--- src/rtl/gpio_pkg.sv ---
// Shared constants, register-map decode and pin indexing for the GPIO input capture block.
package gpio_pkg;

    localparam logic [31:0] GPIO_IN_BASE   = 32'h0000_1400;
    localparam logic [31:0] GPIO_RISE_BASE = 32'h0000_1420;
    localparam logic [31:0] GPIO_FALL_BASE = 32'h0000_1440;
    localparam logic [31:0] GPIO_FILT_ADR  = 32'h0000_1460;

    localparam int PinsPrWord  = 24;
    localparam int NumInWords  = 6;
    localparam int PinsPerPort = 34;

    // Which register group a bus access targets.
    typedef enum logic [1:0] {
        REG_IN   = 2'd0,
        REG_RISE = 2'd1,
        REG_FALL = 2'd2,
        REG_FILT = 2'd3
    } reg_sel_e;

    // Decoded bus access: hit flags a mapped register, idx is the word k.
    typedef struct packed {
        logic     hit;
        reg_sel_e sel;
        logic [2:0] idx;
    } reg_dec_t;

    // Flat pin number: port-major, 34 functional pins per port.
    function automatic int gpio_flat_idx(input int port, input int bit_idx);
        return port * PinsPerPort + bit_idx;
    endfunction

    // Map a byte address onto the register window; anything else misses.
    function automatic reg_dec_t gpio_decode(input logic [31:0] byte_adr);
        reg_dec_t d;
        d.hit = 1'b0;
        d.sel = REG_IN;
        d.idx = 3'd0;
        for (int k = 0; k < NumInWords; k++) begin
            if (byte_adr == GPIO_IN_BASE + 32'(4 * k)) begin
                d.hit = 1'b1;
                d.sel = REG_IN;
                d.idx = 3'(k);
            end
            if (byte_adr == GPIO_RISE_BASE + 32'(4 * k)) begin
                d.hit = 1'b1;
                d.sel = REG_RISE;
                d.idx = 3'(k);
            end
            if (byte_adr == GPIO_FALL_BASE + 32'(4 * k)) begin
                d.hit = 1'b1;
                d.sel = REG_FALL;
                d.idx = 3'(k);
            end
        end
        if (byte_adr == GPIO_FILT_ADR) begin
            d.hit = 1'b1;
            d.sel = REG_FILT;
            d.idx = 3'd0;
        end
        return d;
    endfunction

endpackage

--- src/rtl/gpio_pin_filter.sv ---
// One input pin: 2-flop synchroniser, glitch filter with programmable
// threshold, and single-cycle rise/fall pulses aligned with the filtered level.
module gpio_pin_filter
    import gpio_pkg::*;
#(
    parameter int FiltWidth = 4
) (
    input  logic                 clk_i,
    input  logic                 rst_i,
    input  logic                 pad_i,
    input  logic [FiltWidth-1:0] thresh_i,
    output logic                 filt_o,
    output logic                 rise_o,
    output logic                 fall_o
);

    logic                 s1_q;
    logic                 s2_q;
    logic                 f_q;
    logic                 f_d;
    logic [FiltWidth-1:0] c_q;
    logic [FiltWidth-1:0] c_d;

    // Filter: accept a new level only after it disagrees with f for thresh_i cycles.
    // Comparing with >= lets a lowered threshold take effect on the next mismatch.
    always_comb begin
        f_d = f_q;
        c_d = c_q;
        if (thresh_i == '0) begin
            f_d = s2_q;
            c_d = '0;
        end else if (s2_q == f_q) begin
            c_d = '0;
        end else if (c_q >= thresh_i - FiltWidth'(1)) begin
            f_d = s2_q;
            c_d = '0;
        end else begin
            c_d = c_q + FiltWidth'(1);
        end
    end

    // Synchroniser, filtered level and counter registers.
    always_ff @(posedge clk_i) begin
        if (rst_i) begin
            s1_q <= 1'b0;
            s2_q <= 1'b0;
            f_q  <= 1'b0;
            c_q  <= '0;
        end else begin
            s1_q <= pad_i;
            s2_q <= s1_q;
            f_q  <= f_d;
            c_q  <= c_d;
        end
    end

    assign filt_o = f_q;
    // Pulses are derived from the next filtered value so the sticky flags
    // update on the same edge that f changes.
    assign rise_o = f_d & ~f_q;
    assign fall_o = ~f_d & f_q;

endmodule

--- src/rtl/gpio_input_capture.sv ---
// GPIO input capture: per-pin filters, sticky edge flags with W1C clear,
// a threshold register, and a two-stage read pipeline on the register bus.
//
// Bus strobes: write_reg and read_reg are single-cycle strobes qualified by
// chip_sel and sampled at the clock edge ending the cycle. A write takes effect
// at that edge. A read sampled at that edge returns busdata_out with
// read_valid high for exactly one cycle, two cycles after the strobe; there is
// no backpressure. If both strobes are high the write happens and the read is
// dropped. Unmapped addresses ignore writes and produce no read_valid.
module gpio_input_capture
    import gpio_pkg::*;
#(
    parameter int AddrWidth      = 16,
    parameter int BusWidth       = 32,
    parameter int GPIOWidth      = 36,
    parameter int MuxGPIOIOWidth = 34,
    parameter int NumGPIO        = 1,
    parameter int FiltWidth      = 4
) (
    input  logic                                        reg_clk,
    input  logic                                        reset_in,
    input  logic                                        chip_sel,
    input  logic                                        write_reg,
    input  logic                                        read_reg,
    input  logic [AddrWidth-1:2]                        busaddress,
    input  logic [BusWidth-1:0]                         busdata_in,
    input  logic [NumGPIO-1:0][GPIOWidth-1:0]           io_read_data,
    output logic [BusWidth-1:0]                         busdata_out,
    output logic                                        read_valid,
    output logic [NumGPIO-1:0][MuxGPIOIOWidth-1:0]      in_filtered,
    output logic                                        edge_irq
);

    localparam int NumPins = NumGPIO * MuxGPIOIOWidth;
    localparam int PadBits = NumInWords * PinsPrWord;

    logic [NumPins-1:0]   filt;
    logic [NumPins-1:0]   rise_set;
    logic [NumPins-1:0]   fall_set;
    logic [NumPins-1:0]   rise_clr;
    logic [NumPins-1:0]   fall_clr;
    logic [NumPins-1:0]   rise_q;
    logic [NumPins-1:0]   fall_q;
    logic [FiltWidth-1:0] thresh_q;
    logic                 edge_irq_q;

    logic [31:0]          byte_adr;
    reg_dec_t             bus_dec;
    logic                 wr_en;
    logic                 rd_en;

    reg_dec_t             rd_q;
    logic [BusWidth-1:0]  rd_word;
    logic [BusWidth-1:0]  busdata_out_q;
    logic                 read_valid_q;

    logic [PadBits-1:0]   filt_pad;
    logic [PadBits-1:0]   rise_pad;
    logic [PadBits-1:0]   fall_pad;

    // LED pins and the unused upper write-data bits are deliberately ignored.
    logic [NumGPIO-1:0]   unused_led;
    logic                 unused_bus;
    assign unused_bus = ^busdata_in[BusWidth-1:PinsPrWord];

    // One filter per functional pin; the two LED pins per port are skipped.
    for (genvar p = 0; p < NumGPIO; p++) begin : g_port
        assign unused_led[p] = ^io_read_data[p][GPIOWidth-1:MuxGPIOIOWidth];
        for (genvar b = 0; b < MuxGPIOIOWidth; b++) begin : g_pin
            localparam int N = gpio_flat_idx(p, b);
            gpio_pin_filter #(
                .FiltWidth (FiltWidth)
            ) u_pin (
                .clk_i    (reg_clk),
                .rst_i    (reset_in),
                .pad_i    (io_read_data[p][b]),
                .thresh_i (thresh_q),
                .filt_o   (filt[N]),
                .rise_o   (rise_set[N]),
                .fall_o   (fall_set[N])
            );
            assign in_filtered[p][b] = filt[N];
        end
    end

    assign byte_adr = 32'({busaddress, 2'b00});
    assign bus_dec  = gpio_decode(byte_adr);
    assign wr_en    = chip_sel & write_reg & bus_dec.hit;
    assign rd_en    = chip_sel & read_reg & ~write_reg & bus_dec.hit;

    // W1C masks: a write to word k clears the flags of pins 24k..24k+23.
    always_comb begin
        rise_clr = '0;
        fall_clr = '0;
        for (int n = 0; n < NumPins; n++) begin
            if (wr_en && (bus_dec.idx == 3'(n / PinsPrWord))) begin
                if (bus_dec.sel == REG_RISE) rise_clr[n] = busdata_in[n % PinsPrWord];
                if (bus_dec.sel == REG_FALL) fall_clr[n] = busdata_in[n % PinsPrWord];
            end
        end
    end

    // Sticky edge flags; a new edge in the same cycle as a clear keeps the flag set.
    always_ff @(posedge reg_clk) begin
        if (reset_in) begin
            rise_q <= '0;
            fall_q <= '0;
        end else begin
            rise_q <= (rise_q & ~rise_clr) | rise_set;
            fall_q <= (fall_q & ~fall_clr) | fall_set;
        end
    end

    // Filter threshold register.
    always_ff @(posedge reg_clk) begin
        if (reset_in) begin
            thresh_q <= '0;
        end else if (wr_en && (bus_dec.sel == REG_FILT)) begin
            thresh_q <= busdata_in[FiltWidth-1:0];
        end
    end

    // Interrupt level follows the flags one cycle later.
    always_ff @(posedge reg_clk) begin
        if (reset_in) begin
            edge_irq_q <= 1'b0;
        end else begin
            edge_irq_q <= (|rise_q) | (|fall_q);
        end
    end

    // Read stage 1: capture the decoded read request.
    always_ff @(posedge reg_clk) begin
        if (reset_in) begin
            rd_q <= '0;
        end else begin
            rd_q <= '{hit: rd_en, sel: bus_dec.sel, idx: bus_dec.idx};
        end
    end

    // Pins beyond NumGPIO*34 read as zero through the padding.
    assign filt_pad = PadBits'(filt);
    assign rise_pad = PadBits'(rise_q);
    assign fall_pad = PadBits'(fall_q);

    // Select the requested word from the state as it stands after stage 1.
    always_comb begin
        rd_word = '0;
        case (rd_q.sel)
            REG_IN:   rd_word[PinsPrWord-1:0] = filt_pad[rd_q.idx * PinsPrWord +: PinsPrWord];
            REG_RISE: rd_word[PinsPrWord-1:0] = rise_pad[rd_q.idx * PinsPrWord +: PinsPrWord];
            REG_FALL: rd_word[PinsPrWord-1:0] = fall_pad[rd_q.idx * PinsPrWord +: PinsPrWord];
            REG_FILT: rd_word[FiltWidth-1:0]  = thresh_q;
            default:  rd_word = '0;
        endcase
    end

    // Read stage 2: registered data, forced to zero when not valid.
    always_ff @(posedge reg_clk) begin
        if (reset_in) begin
            busdata_out_q <= '0;
            read_valid_q  <= 1'b0;
        end else begin
            busdata_out_q <= rd_q.hit ? rd_word : '0;
            read_valid_q  <= rd_q.hit;
        end
    end

    assign busdata_out = busdata_out_q;
    assign read_valid  = read_valid_q;
    assign edge_irq    = edge_irq_q;

endmodule

--- config.mk ---
export PLATFORM = sky130hd
export DESIGN_NAME = gpio_input_capture
export DESIGN_NICKNAME = d
export VERILOG_FILES = /design/src/rtl/gpio_pkg.sv /design/src/rtl/gpio_pin_filter.sv /design/src/rtl/gpio_input_capture.sv
export SDC_FILE = /design/constraint.sdc
export NUM_CORES = 1
export LEC_CHECK = 0
export ABC_AREA = 1
export BUFFER_PORTS_ARGS = -buffer_cell sky130_fd_sc_hd__buf_2
export CELL_PAD_IN_SITES_DETAIL_PLACEMENT = 1
export CELL_PAD_IN_SITES_GLOBAL_PLACEMENT = 2
export CORE_ASPECT_RATIO = 1.4
export CORE_MARGIN = 5
export CORE_UTILIZATION = 39
export DETAILED_ROUTE_END_ITERATION = 10
export PLACE_DENSITY_LB_ADDON = 0.1
export SLEW_MARGIN = 30
export SYNTH_ARGS = -nofsm -noshare
export SYNTH_HDL_FRONTEND = slang
export SYNTH_SLANG_ARGS = --single-unit
--- constraint.sdc ---
create_clock -name reg_clk -period 8.86 [get_ports reg_clk]
set_clock_uncertainty 0.1 [all_clocks]
set_input_delay 0 -clock reg_clk [delete_from_list [all_inputs] [get_ports reg_clk]]
set_output_delay 0 -clock reg_clk [all_outputs]
set_load 0.02 [all_outputs]
---- Yosys cells after proc, flatten, opt, wreduce, memory -nomap -nowiden ----
Cells that the tools add are included.
operators by class
  muxes and demuxes ....................... 239
  shift operators ......................... 3
  equality and inequality tests ........... 60
  reductions and logical operators ........ 43
  multipliers ............................. 1
  $add $sub $neg .......................... 35
  bitwise gates (word level) .............. 150
  magnitude comparators ................... 34
operators with widths
  kind                    number
  $shiftx A144 B9 Y24     3
  $eq A14 B11 Y1 const B  19
  $mux W1                 218
  $add A4 B1 Y4 const B   34
  $ge A4 B4 Y1            34
  $reduce_or A4 Y1        34
  $mux W6                 19
  $and A1 B1 Y1           73
  $not A1 Y1              70
  $and A34 B34 Y34        2
  $not A34 Y34            2
  $or A34 B34 Y34         2
  $reduce_or A34 Y1       2
  $pmux W20 S3            1
  $eq A1 B1 Y1            34
  $pmux W4 S4             1
  $eq A2 B2 Y1 const B    4
  $mul A3 B2 Y5 const B   1
  $eq A2 B1 Y1 const B    2
  $logic_not A4 Y1        1
  $sub A4 B1 Y4 const B   1
  $eq A3 B1 Y1 const B    1
  $logic_and A1 B1 Y1     3
  $logic_not A3 Y1        1
  other kinds (3)         3
word-level totals
  register bits ........................... 350
  output and inout bits ................... 68
  input port bits ......................... 87

---- Logic depth before layout (Yosys ltp) ----
Gate-level depths: netlist (run 1).
  word-level depth ........................ 26
  gate-level depth with buffers ........... 16
  gate-level depth less buffers ........... 15

---- Modules after synthesis ----
From an unflattened synthesis (run 1), not the netlist that was laid out.
unflattened totals
  cell total of the unflattened synthesis .. 2661
  area, all modules ....................... 19896.6 µm²
modules (own cells, without submodules)
  module                                           instances  sequential area each (µm²)  area each (µm²)  cells each
  gpio_pin_filter at g_port[0].g_pin[0].u_pin ...  31         140.1                       437.9            57
  gpio_input_capture                               1          2082.0                      4999.8           723
  gpio_pin_filter at g_port[0].g_pin[7].u_pin ...  3          140.1                       440.4            57

---- Worst setup path after synthesis (run 1) ----
No wires, ideal clock.
  kind .................................... register to register
  start point ............................. reg thresh_q[0]
  end point ............................... reg rise_q[2]
  arrival time ............................ 3751 ps
  buffers on the path ..................... 0
  required time ........................... 8640 ps
  stages on the path, launching flop included .. 13
  setup slack ............................. 4889 ps
  period minus slack after synthesis ...... 3971 ps
  setup time .............................. 120 ps
  cells stage by stage .................... dfxtp_1 > inv_1 > ha_1 > xnor2_1 > ha_1 > o211ai_1 > nand3_1 > inv_1 > nand2_1 > mux2i_1 > nor2_1 > nand2_1 > nand2_1
between the ends
  longest elaborated chain between the ends .. 7
RTL lines
  what                    RTL line                   source
  start, declared         gpio_input_capture.sv:44   logic [FiltWidth-1:0] thresh_q;
  start signal, assigned  gpio_input_capture.sv:119  thresh_q <= busdata_in[FiltWidth-1:0];
  $sub A4 B1 Y4           gpio_pin_filter.sv:34      end else if (c_q >= thresh_i - FiltWidth'(1)) begin
  $ge A4 B4 Y1            gpio_pin_filter.sv:34
  $mux W1                 gpio_pin_filter.sv:34
  $mux W1                 gpio_pin_filter.sv:32      end else if (s2_q == f_q) begin
  $mux W1 *               gpio_pin_filter.sv:29      if (thresh_i == '0) begin
  $and A1 B1 Y1 *         gpio_pin_filter.sv:60      assign rise_o = f_d & ~f_q;
  $or A34 B34 Y34 *       gpio_input_capture.sv:109  rise_q <= (rise_q & ~rise_clr) | rise_set;
  end signal, assigned    gpio_input_capture.sv:109
  end, declared           gpio_input_capture.sv:42   logic [NumPins-1:0] rise_q;
Every way passes the cells marked *; elsewhere a longest branch is shown, timed or not.
A chain may end at the register's enable or synchronous reset.

---- Final worst setup path (run 1) ----
  start point ............................. in busaddress[2] (netlist bit)
  end point ............................... reg thresh_q[0]
between the ends
  longest elaborated chain between the ends .. 22
RTL lines
  what                   RTL line                   source
  start, declared        gpio_input_capture.sv:25   input logic [AddrWidth-1:2] busaddress,
  $eq A14 B11 Y1         gpio_pkg.sv:40             if (byte_adr == GPIO_IN_BASE + 32'(4 * k)) begin
  $mux W6                gpio_pkg.sv:40
  $mux W6                gpio_pkg.sv:45             if (byte_adr == GPIO_RISE_BASE + 32'(4 * k)) begin
  $mux W6                gpio_pkg.sv:50             if (byte_adr == GPIO_FALL_BASE + 32'(4 * k)) begin
  $mux W6                gpio_pkg.sv:40
  $mux W6                gpio_pkg.sv:45
  $mux W6                gpio_pkg.sv:50
  $mux W6                gpio_pkg.sv:40
  (+6 left out)          n/a
  $mux W6                gpio_pkg.sv:45
  $mux W6                gpio_pkg.sv:50
  $mux W6                gpio_pkg.sv:40
  $mux W6                gpio_pkg.sv:45
  $mux W6                gpio_pkg.sv:50
  $mux W6 *              gpio_pkg.sv:56             if (byte_adr == GPIO_FILT_ADR) begin
  $and A1 B1 Y1          gpio_input_capture.sv:88   assign wr_en = chip_sel & write_reg & bus_dec.hit;
  $logic_and A1 B1 Y1 *  gpio_input_capture.sv:118  end else if (wr_en && (bus_dec.sel == REG_FILT)) begin
Marks and branches as above.

==> flow_summary.json, run 1 <==
{
  "status": "complete, no violations",
  "synth_seq_cells": 342,
  "cts_buffers": 38,
  "crit_type": "in -> reg",
  "rsz0062_at_grt": "false",
  "overflow": 0,
  "route.vias.total": 14310,
  "die_area_sq_um": 47200,
  "synth.cell_area_sq_um": 16700,
  "pre_cts_ws_ps": 4880,
  "worst_setup_path_start_kind": "primary input",
  "min_path_type": "in -> reg",
  "nFillCells": 5153,
  "synth_top_area_share": 0.410,
  "routed_via_density": 5.05,
  "whs_ps": 50.2,
  "clk_latency_ps": 530,
  "setup_viol": 0,
  "area_growth_pct": 19.1,
  "cts_root_buf": "clkbuf_16",
  "ant_nets": 0,
  "tightest_slew_ps": 955,
  "avgSynthCellArea_sq_um": 8.09,
  "cts_sinks": 342,
  "cp_top_family": "buffers and inverters",
  "coreArea_sq_um": 42300,
  "synthSimpleGateAreaFrac": 0.211,
  "yosysSeqAreaShare": 0.410,
  "cts_tree": "built",
  "critPathArrivalTime_ps": 4290,
  "fin_crit_sh": 0.442,
  "numPortBuffers": 136,
  "io_pins": 155,
  "synthArstFlopShare": 0,
  "crit_chain": "dlygate4sd3_1 > buf_2 > inv_1 > nand2_1 > nor2_1 > dlygate4sd3_1 > nand3_1 > dlygate4sd3_1 > nand2_1 > dlygate4sd3_1 > inv_2 > nand2_2 > nor2_2 > nand3_4 > nand4_1 > a211oi_1 > dlygate4sd3_1",
  "synthAdderAreaFrac": 0.128,
  "final.setup.tns_ps": 0,
  "final.min_clock_period_ps": 3920,
  "synth_top_flop_cell": "dfxtp_1",
  "crit_fanout": 8,
  "cpMostUsedCell": "dlygate4sd3_1",
  "syn-instance-count": 2066,
  "synth_top_family_by_area": "simple AND/OR/NAND/NOR gates",
  "max_cap_viol_count": 0,
  "cts_resized": 0,
  "cts.path.max_buffers": 3,
  "synth-xor-area-share": 0.0545,
  "final_nets": 2517,
  "grt_pass1_wl_microns": 79800,
  "cpPeakStageDelay_ps": 590,
  "routedWlPerCell_microns": 17.3,
  "grt_antenna_before_repair": 1,
  "clkSlewWorstSetupHoldPaths_ps": 60,
  "fmax_mhz": 255,
  "finalMaxSlewViolations": 0,
  "powerDensity_nw_per_um2": 170,
  "synth_compound_area_frac": 0.0842,
  "synth_mux_area_frac": 0.0126,
  "dp_hpwl_microns": 34200,
  "die_x_microns": 185,
  "worstSetupEndpointType": "flip-flop",
  "initial_utilization": 0.395,
  "synth_area_leader_cell": "dfxtp_1",
  "cp_slowest_cell": "dlygate4sd3_1",
  "synth_cell_types": 34,
  "drt-initial-drc-count": 391,
  "drc_errors": 0,
  "first_pass_iters": 4,
  "relSlewSlack": 0.362,
  "rows": 89,
  "cts_htree_levels": 2,
  "required_ps": 9230,
  "ys_warn_count": 0,
  "drt-total-wl_microns": 49100,
  "place_congestion": 0.796,
  "hold_viol_final": 0,
  "postLayoutCoreUtil": 0.471,
  "synth_area_leaders": "dfxtp_1 41%, ha_1 13%, nor2_1 7.1%, inv_1 6.6%, nand2_1 5.3%",
  "p_leak_nw": 9.15,
  "crit_buf_inv": 8,
  "grt_pass1_vias": 15629,
  "drive_above_1_share": 0.108,
  "vdd_drop_max_mv": 0.123,
  "synth-edff-count": 0,
  "setup_ws_ps": 4940,
  "track_usage": 0.210,
  "grt_start_max_net_pins": 70,
  "fp.dieH_microns": 255
}
==> final timing paths <==
| check | slack [ps] | to | startpoint | depth (start not counted) |
|---|---|---|---|---|
| max | 4940 | thresh_q[0] | busaddress[2] | 17 |
| min | 50 | rd_q[0] | busaddress[3] | 7 |
| max reg2reg | 5010 | rise_q[30] | thresh_q[0] | 13 |
| min reg2reg | 300 | g_port[0].g_pin[19].u_pin.s2_q | g_port[0].g_pin[19].u_pin.s1_q | 2 |
==> cells by family (layout without fill, tap and decap cells) <==
family,after synthesis,in the layout
DFF,342,342
and+or+nand+nor,803,803
other,1,9
buffers and inverters,398,611
xor gates and xnor gates,104,104
adders and majority gates,171,171
muxes,21,21
AOI/OAI and AO/OA,226,226
==> synthesized netlist by cell type (5+ instances only) <==
master,instances
a221oi_1,12
nand4_1,49
o21ai_0,51
nand3_1,164
nand2_1,236
inv_1,296
clkbuf_1,33
buf_1,8
buf_2,6
xnor2_1,35
buf_4,43
ha_1,171
nor4_1,18
o211ai_1,70
a211oi_1,10
xor2_1,69
a21oi_1,74
dfxtp_1,342
mux2i_1,21
inv_2,10
nor2_2,5
nor2_1,315
==> worst reg2reg max path: cells and delay by family (launching register included) <==
kind	cells	cell delay, ps
buf+inv	3	1160
xor+xnor	1	710
compound gates	1	180
simple gates	6	700
fa+ha+maj	1	370
mux	1	220
flops	1	310
==> cells in the final DEF, fill, tap and decap left out, drive strengths merged, types with 18 or more instances in the layout <==
cell	Yosys	layout
o21ai	51	51
nand3	168	168
dlygate4sd3	0	87
xor2	69	69
xnor2	35	35
a21oi	74	74
nor2	325	325
nand2	240	240
buf	59	151
nand4	49	49
o211ai	70	70
mux2i	21	21
nor4	18	18
clkbuf	33	54
dfxtp	342	342
inv	306	305
ha	171	171
==> registers in the layout, indices dropped and copies added (netlist names) <==
| signal | cells |
|---|---|
| edge_irq | 1 |
| rd_q | 6 |
| rise_q | 34 |
| g_port.g_pin.u_pin.s1_q | 34 |
| busdata_out | 24 |
| fall_q | 34 |
| g_port.g_pin.u_pin.s2_q | 34 |
| thresh_q | 4 |
| read_valid | 1 |
| g_port.g_pin.u_pin.filt_o | 34 |
| g_port.g_pin.u_pin.c_q | 136 |
==> where the power goes <==
part / total, mW / internal [mW] / switching (mW)
Sequential: 1.60 / 1.57 / 0.0282
Clock: 1.62 / 0.978 / 0.643
Combinational: 0.158 / 0.0688 / 0.0887
==> routing by layer <==
layer / vias up / global-route usage / wire length (microns)
met5: - / 0 / 0
met4: 0 / 0.0493 / 886
met3: 62 / 0.0299 / 1690
met2: 207 / 0.402 / 25700
met1: 6930 / 0.246 / 20900
li1: 7111 / - / -
==> final cells by class <==
type                            instances  area [sq um]  share of cell area
Multi-Input combinational cell       1333          8280               0.416
Sequential cell                       342          6850               0.344
Timing Repair Buffer                  238          1680              0.0842
Inverter                              306          1150              0.0577
Clock buffer                           54          1130              0.0570
Tap cell                              546           683              0.0343
Clock inverter                         13           143             0.00716
Antenna cell                            1          2.50            0.000126
==> stage by stage <==
stage | cell area (sq um) | cells | power (mW)
2_1_floorplan | 16700 | 2073 | 1.71
3_3_place_gp | 17700 | 2676 | 1.76
3_5_place_dp | 17700 | 2676 | 1.77
4_1_cts | 19900 | 2830 | 3.44
5_1_grt | 19900 | 2833 | 3.51
6_report | 19900 | 2833 | 3.38
==> timing repair <==
action,4_1_cts,5_1_grt
setup buffers,0,0
hold endpoints to repair,138,0
hold buffers,87,0
setup endpoints to repair,0,0
Power figures use the tool's default switching activity.
==> run 2, diff against run 1 <==
ABC_AREA = 0   (was 1)
CORE_UTILIZATION = 34   (was 39)
clock period = 3.4 ns   (was 8.86 ns; I/O delays follow)
==> flow_summary.json, run 2 <==
{
  "synth-xor-area-share": 0.0555,
  "status": "complete, no violations",
  "whs_ps": 110,
  "pre_cts_ws_ps": 362,
  "synth_compound_area_frac": 0.117,
  "synthArstFlopShare": 0,
  "route.vias.total": 13119,
  "required_ps": 3710,
  "crit_fanout": 34,
  "rows": 95,
  "largest_reg_flops": 136,
  "hold_viol_final": 0,
  "drt-initial-drc-count": 392,
  "track_usage": 0.186,
  "synth_seq_cells": 342,
  "initial_utilization": 0.343,
  "worst_setup_path_start_kind": "flip-flop",
  "vdd_drop_max_mv": 0.288,
  "grt_pass1_wl_microns": 78600,
  "finalMaxSlewViolations": 0,
  "io_pins": 155,
  "synthAdderAreaFrac": 0.130,
  "clk_latency_ps": 530,
  "cts_buffers": 40,
  "cts.path.max_buffers": 3,
  "yosysMostFrequentCell": "dfxtp_1",
  "synth_cell_types": 42,
  "fin_crit_sh": 0.944,
  "crit_type": "reg -> reg",
  "powerDensity_nw_per_um2": 440,
  "coreArea_sq_um": 47900,
  "overflow": 0,
  "cts_root_buf": "clkbuf_16",
  "yosysSeqAreaShare": 0.417,
  "worstSetupEndpointType": "flip-flop",
  "routed_via_density": 4.98,
  "drt-total-wl_microns": 49700,
  "cts_sinks": 342,
  "synth_mux_area_frac": 0.0463,
  "p_leak_nw": 8.71,
  "placed_cells": 2476,
  "fp.dieH_microns": 270,
  "ant_nets": 0,
  "routedWlPerCell_microns": 18.9,
  "setup_ws_ps": 191,
  "final_nets": 2239,
  "finalPower_mw": 8.71,
  "numPortBuffers": 136,
  "fin_area_sq_um": 19800,
  "place_congestion": 0.785,
  "ys_warn_count": 0,
  "final_cells": 2635,
  "final.min_clock_period_ps": 3210,
  "fmax_mhz": 312,
  "synth_area_leader_cell": "dfxtp_1",
  "synth_top_area_share": 0.417,
  "tightest_slew_ps": 838,
  "setup_viol": 0,
  "synth_area_leaders": "dfxtp_1 42%, ha_1 13%, nor2_1 6.4%, mux2i_1 4.6%, xor2_1 3.6%",
  "critPathArrivalTime_ps": 3520,
  "drc_errors": 0,
  "synth-edff-count": 0,
  "grt_start_max_net_pins": 86,
  "cts_htree_levels": 2,
  "first_pass_iters": 4,
  "synth_top_family_by_area": "simple AND/OR/NAND/NOR gates",
  "final_common_cell": "dfxtp_1",
  "grt_antenna_before_repair": 1,
  "area_growth_pct": 20.5,
  "cts_tree": "built",
  "grt_pass1_vias": 14005,
  "drive_above_1_share": 0.114,
  "layout_common_cells": "341 x dfxtp_1, 281 x nor2_1, 171 x ha_1",
  "die_x_microns": 196,
  "die_area_sq_um": 52900,
  "synth.cell_area_sq_um": 16400,
  "clkSlewWorstSetupHoldPaths_ps": 60,
  "rsz0062_at_grt": "false",
  "min_path_type": "in -> reg",
  "postLayoutCoreUtil": 0.413,
  "synthSimpleGateAreaFrac": 0.181,
  "synth_top_flop_cell": "dfxtp_1",
  "relSlewSlack": 0.440,
  "syn-instance-count": 1780,
  "final.setup.tns_ps": 0,
  "avgSynthCellArea_sq_um": 9.23,
  "max_cap_viol_count": 0,
  "ys_top_cells_by_count": "342 x dfxtp_1, 282 x nor2_1, 171 x ha_1",
  "regMostFlops": "g_port.g_pin.u_pin.c_q",
  "dp_hpwl_microns": 35400,
  "place_area_sq_um": 17600
}
[run 2: cell count changes after synthesis, sizes merged, moves of 43 or more]
cell	delta
nand4	-44
nor2	-43
nand3	-113
o21ai	+47
nor2b	+70
nand2	-178
o211ai	-70
mux2i	+55
nand3b	+58
inv	-221
[run 2: what timing repair did]
item	CTS	global route
setup buffers	0	2
gates resized for setup	0	2
hold buffers	91	0
endpoints found under the setup margin	0	2
hold endpoints to repair	137	0
[run 2: final timing paths]
check             cells past startpoint  slack (ps)                        endpoint                            from
setup / recovery                      9         190                      rise_q[13]                     thresh_q[0]
hold reg to reg                       1         340  g_port[0].g_pin[10].u_pin.s2_q  g_port[0].g_pin[10].u_pin.s1_q
setup reg to reg                      9         190                      rise_q[13]                     thresh_q[0]
hold / removal                        3         110  g_port[0].g_pin[18].u_pin.s1_q                io_read_data[18]
[run 2: cell type report]
| cell class | count | area, sq um |
|---|---|---|
| diodes | 1 | 2.50 |
| clock buffers | 56 | 1140 |
| clock inverters | 9 | 72.6 |
| fillers | 5526 | 28100 |
| inverters | 86 | 323 |
| multi-input cells | 1262 | 8780 |
| flip-flops and latches | 342 | 6850 |
| well taps | 630 | 788 |
| repair buffers | 249 | 1830 |
[run 2: logic make-up after synthesis]
kind of cell / after synthesis
compound gates: 303
xor+xnor: 104
fa+ha+maj: 171
buf+inv: 183
flops: 342
mux: 76
other cells: 1
simple gates: 600
[run 2: power by group]
part           internal, mW  leakage (nW)  switching [mW]
Combinational         0.212          5.33           0.239
Clock                  2.40         0.601            1.67
Sequential             4.10          2.78          0.0904
[run 2: routing by layer]
metal	GRT usage	vias to the layer above	share of wire
met3	0.0251	57	0.035
met5	0	-	0
li1	-	6526	-
met2	0.350	166	0.52
met4	0.0432	0	0.019
met1	0.223	6370	0.43
[run 2: critical path, cell delays in order (launching register included)]
cell and delay (ps):
dfxtp_1 370, inv_1 110, ha_1 340, buf_12 280, ha_1 290, a2111oi_1 460
o21ai_0 320, nand3b_1 170, a21oi_1 70, dlygate4sd3_1 580
==> run 3, diff against run 2 <==
REMOVE_ABC_BUFFERS = 1   (was default)
clock period = 2.6 ns   (was 3.4 ns; I/O delays follow)
==> flow_summary.json, run 3 (synthesis gave the netlist of run 2 again) <==
{
  "io_pins": 155,
  "fmax_mhz": 408,
  "regMostFlops": "g_port.g_pin.u_pin.c_q",
  "drive_above_1_share": 0.155,
  "post_cts_buffers": 0,
  "reg2reg_slack_ps": 150,
  "min_from": "busaddress[15]",
  "final_common_cell": "dfxtp_1",
  "overflow": 0,
  "reg2regPathDepth": 10,
  "finalMaxSlewViolations": 0,
  "finalPower_mw": 12.0,
  "postLayoutCoreUtil": 0.430,
  "hold_viol_final": 0,
  "crit_type": "reg -> reg",
  "largest_reg_flops": 136,
  "final_nets": 2285,
  "min_path_type": "in -> reg",
  "setup_viol": 0,
  "layout_common_cells": "341 x dfxtp_1, 281 x nor2_1, 169 x ha_1",
  "crit_chain": "buf_4 > nor3_2 > xnor2_2 > buf_4 > ha_1 > a2111oi_2 > buf_4 > o21ai_0 > mux2i_1 > nor2_1",
  "timing.rr.start": "thresh_q[0]",
  "drc_errors": 0,
  "cts_buffers": 39,
  "die_x_microns": 196,
  "routedWlPerCell_microns": 18.5,
  "area_growth_pct": 25.5,
  "relSlewSlack": 0.523,
  "first_pass_iters": 4,
  "cp.depth": 10,
  "dp_hpwl_microns": 35200,
  "clkSlewWorstSetupHoldPaths_ps": 60,
  "fin_crit_sh": 0.942,
  "required_ps": 2910,
  "place_congestion": 0.768,
  "cp_slowest_cell": "o21ai_0",
  "cpMostUsedCell": "buf_4",
  "hold_end": "rise_q[3]",
  "setup_ws_ps": 151,
  "initial_utilization": 0.343,
  "rr_endpoint": "g_port[0].g_pin[2].u_pin.filt_o",
  "pre_cts_ws_ps": -195,
  "drt-total-wl_microns": 49600,
  "final.min_clock_period_ps": 2450,
  "numPortBuffers": 136,
  "grt_pass1_wl_microns": 78400,
  "coreArea_sq_um": 47900,
  "cts_sinks": 342,
  "grt_pass1_vias": 14170,
  "fp.dieH_microns": 270,
  "fin_area_sq_um": 20600,
  "die_area_sq_um": 52900,
  "p_leak_nw": 9.09,
  "track_usage": 0.185,
  "tightest_slew_ps": 708,
  "grt_start_max_net_pins": 111,
  "worstSetupEndpointType": "flip-flop",
  "powerDensity_nw_per_um2": 581,
  "cpPeakStageDelay_ps": 370,
  "crit_fanout": 6,
  "cts_htree_levels": 2,
  "max_cap_viol_count": 0,
  "cts_tree": "built",
  "cts.path.max_buffers": 3,
  "rows": 95,
  "hold_depth": 5,
  "route.vias.total": 13256,
  "worst_setup_path_start_kind": "flip-flop",
  "vdd_drop_max_mv": 0.381,
  "clk_latency_ps": 530,
  "place_area_sq_um": 18100,
  "cts_root_buf": "clkbuf_16",
  "critPathArrivalTime_ps": 2760,
  "drt-initial-drc-count": 302,
  "routed_via_density": 4.93,
  "cp_top_family": "buffers and inverters",
  "ant_nets": 0,
  "crit_buf_inv": 3,
  "status": "complete, no violations",
  "grt_antenna_before_repair": 1
}
run 3: changes by cell type in the layout (fill, tap and decap cells not counted), moves of 4 or more:
cell / previous run / this run
a2111oi_2: 0 / 21
buf_4: 16 / 61
a2111oi_0: 32 / 2
a2111oi_1: 2 / 6
clkinv_2: 7 / 3
buf_12: 5 / 10
a2111oi_4: 0 / 5
clkbuf_8: 6 / 14
o21ai_0: 59 / 30
o21ai_1: 39 / 65
run 3: timing repair:
action | in CTS | in global routing
hold endpoints to repair | 147 | 0
setup endpoints to repair | 101 | 191
hold buffers | 88 | 0
gates cloned | 0 | 0
pin swaps | 0 | 4
gates resized for setup | 33 | 68
run 3: layout make-up:
type	instances	area, sq um
Multi-Input combinational cell	1262	9030
Clock buffer	62	1240
Inverter	86	323
Sequential cell	342	6850
Clock inverter	8	143
Tap cell	630	788
Fill cell	5507	27300
Antenna cell	1	2.50
Timing Repair Buffer	296	2240
run 3: how the worst max path moves through the flow:
stage                           start                               end  slack (ps)
after floorplan           thresh_q[0]  g_port[0].g_pin[24].u_pin.filt_o       -1420
after CTS                 thresh_q[0]   g_port[0].g_pin[7].u_pin.filt_o           1
after global placement    thresh_q[0]  g_port[0].g_pin[17].u_pin.filt_o         -90
after detailed placement  thresh_q[0]  g_port[0].g_pin[11].u_pin.filt_o        -200
after global routing      thresh_q[0]   g_port[0].g_pin[8].u_pin.filt_o          -9
final                     thresh_q[0]   g_port[0].g_pin[2].u_pin.filt_o         150
run 3: layer usage:
layer	track usage	part of all wire	vias to the layer above
li1	-	-	6633
met1	0.227	0.44	6379
met2	0.331	0.50	173
met3	0.0251	0.032	71
met4	0.0619	0.031	0
met5	0	0	-
run 3: worst register-to-register path: stages, from the launching register on:
cell and delay [ps]:
dfxtp_1 320, buf_4 140, nor3_2 240, xnor2_2 210, buf_4 260, ha_1 210, a2111oi_2 50, buf_4 140
o21ai_0 370, mux2i_1 240, nor2_1 50
run 3: power by group:
part / switching [mW] / total [mW] / internal, mW
combinational: 0.313 / 0.597 / 0.284
clock: 2.23 / 5.90 / 3.67
sequential: 0.116 / 5.47 / 5.35
total: 2.66 / 12.0 / 9.31
run 3: stage by stage:
| stage | hold WS (ps) | TNS (ps) | cells |
|---|---|---|---|
| finish | 99.7 | 0 | 2687 |
| floorplan | -30.9 | -314210 | 1690 |
| CTS | 69.0 | 0 | 2686 |
| global route | 102 | -8.85 | 2687 |
| global placement | 105 | -667 | 2528 |
| detailed placement | 106 | -3520 | 2528 |
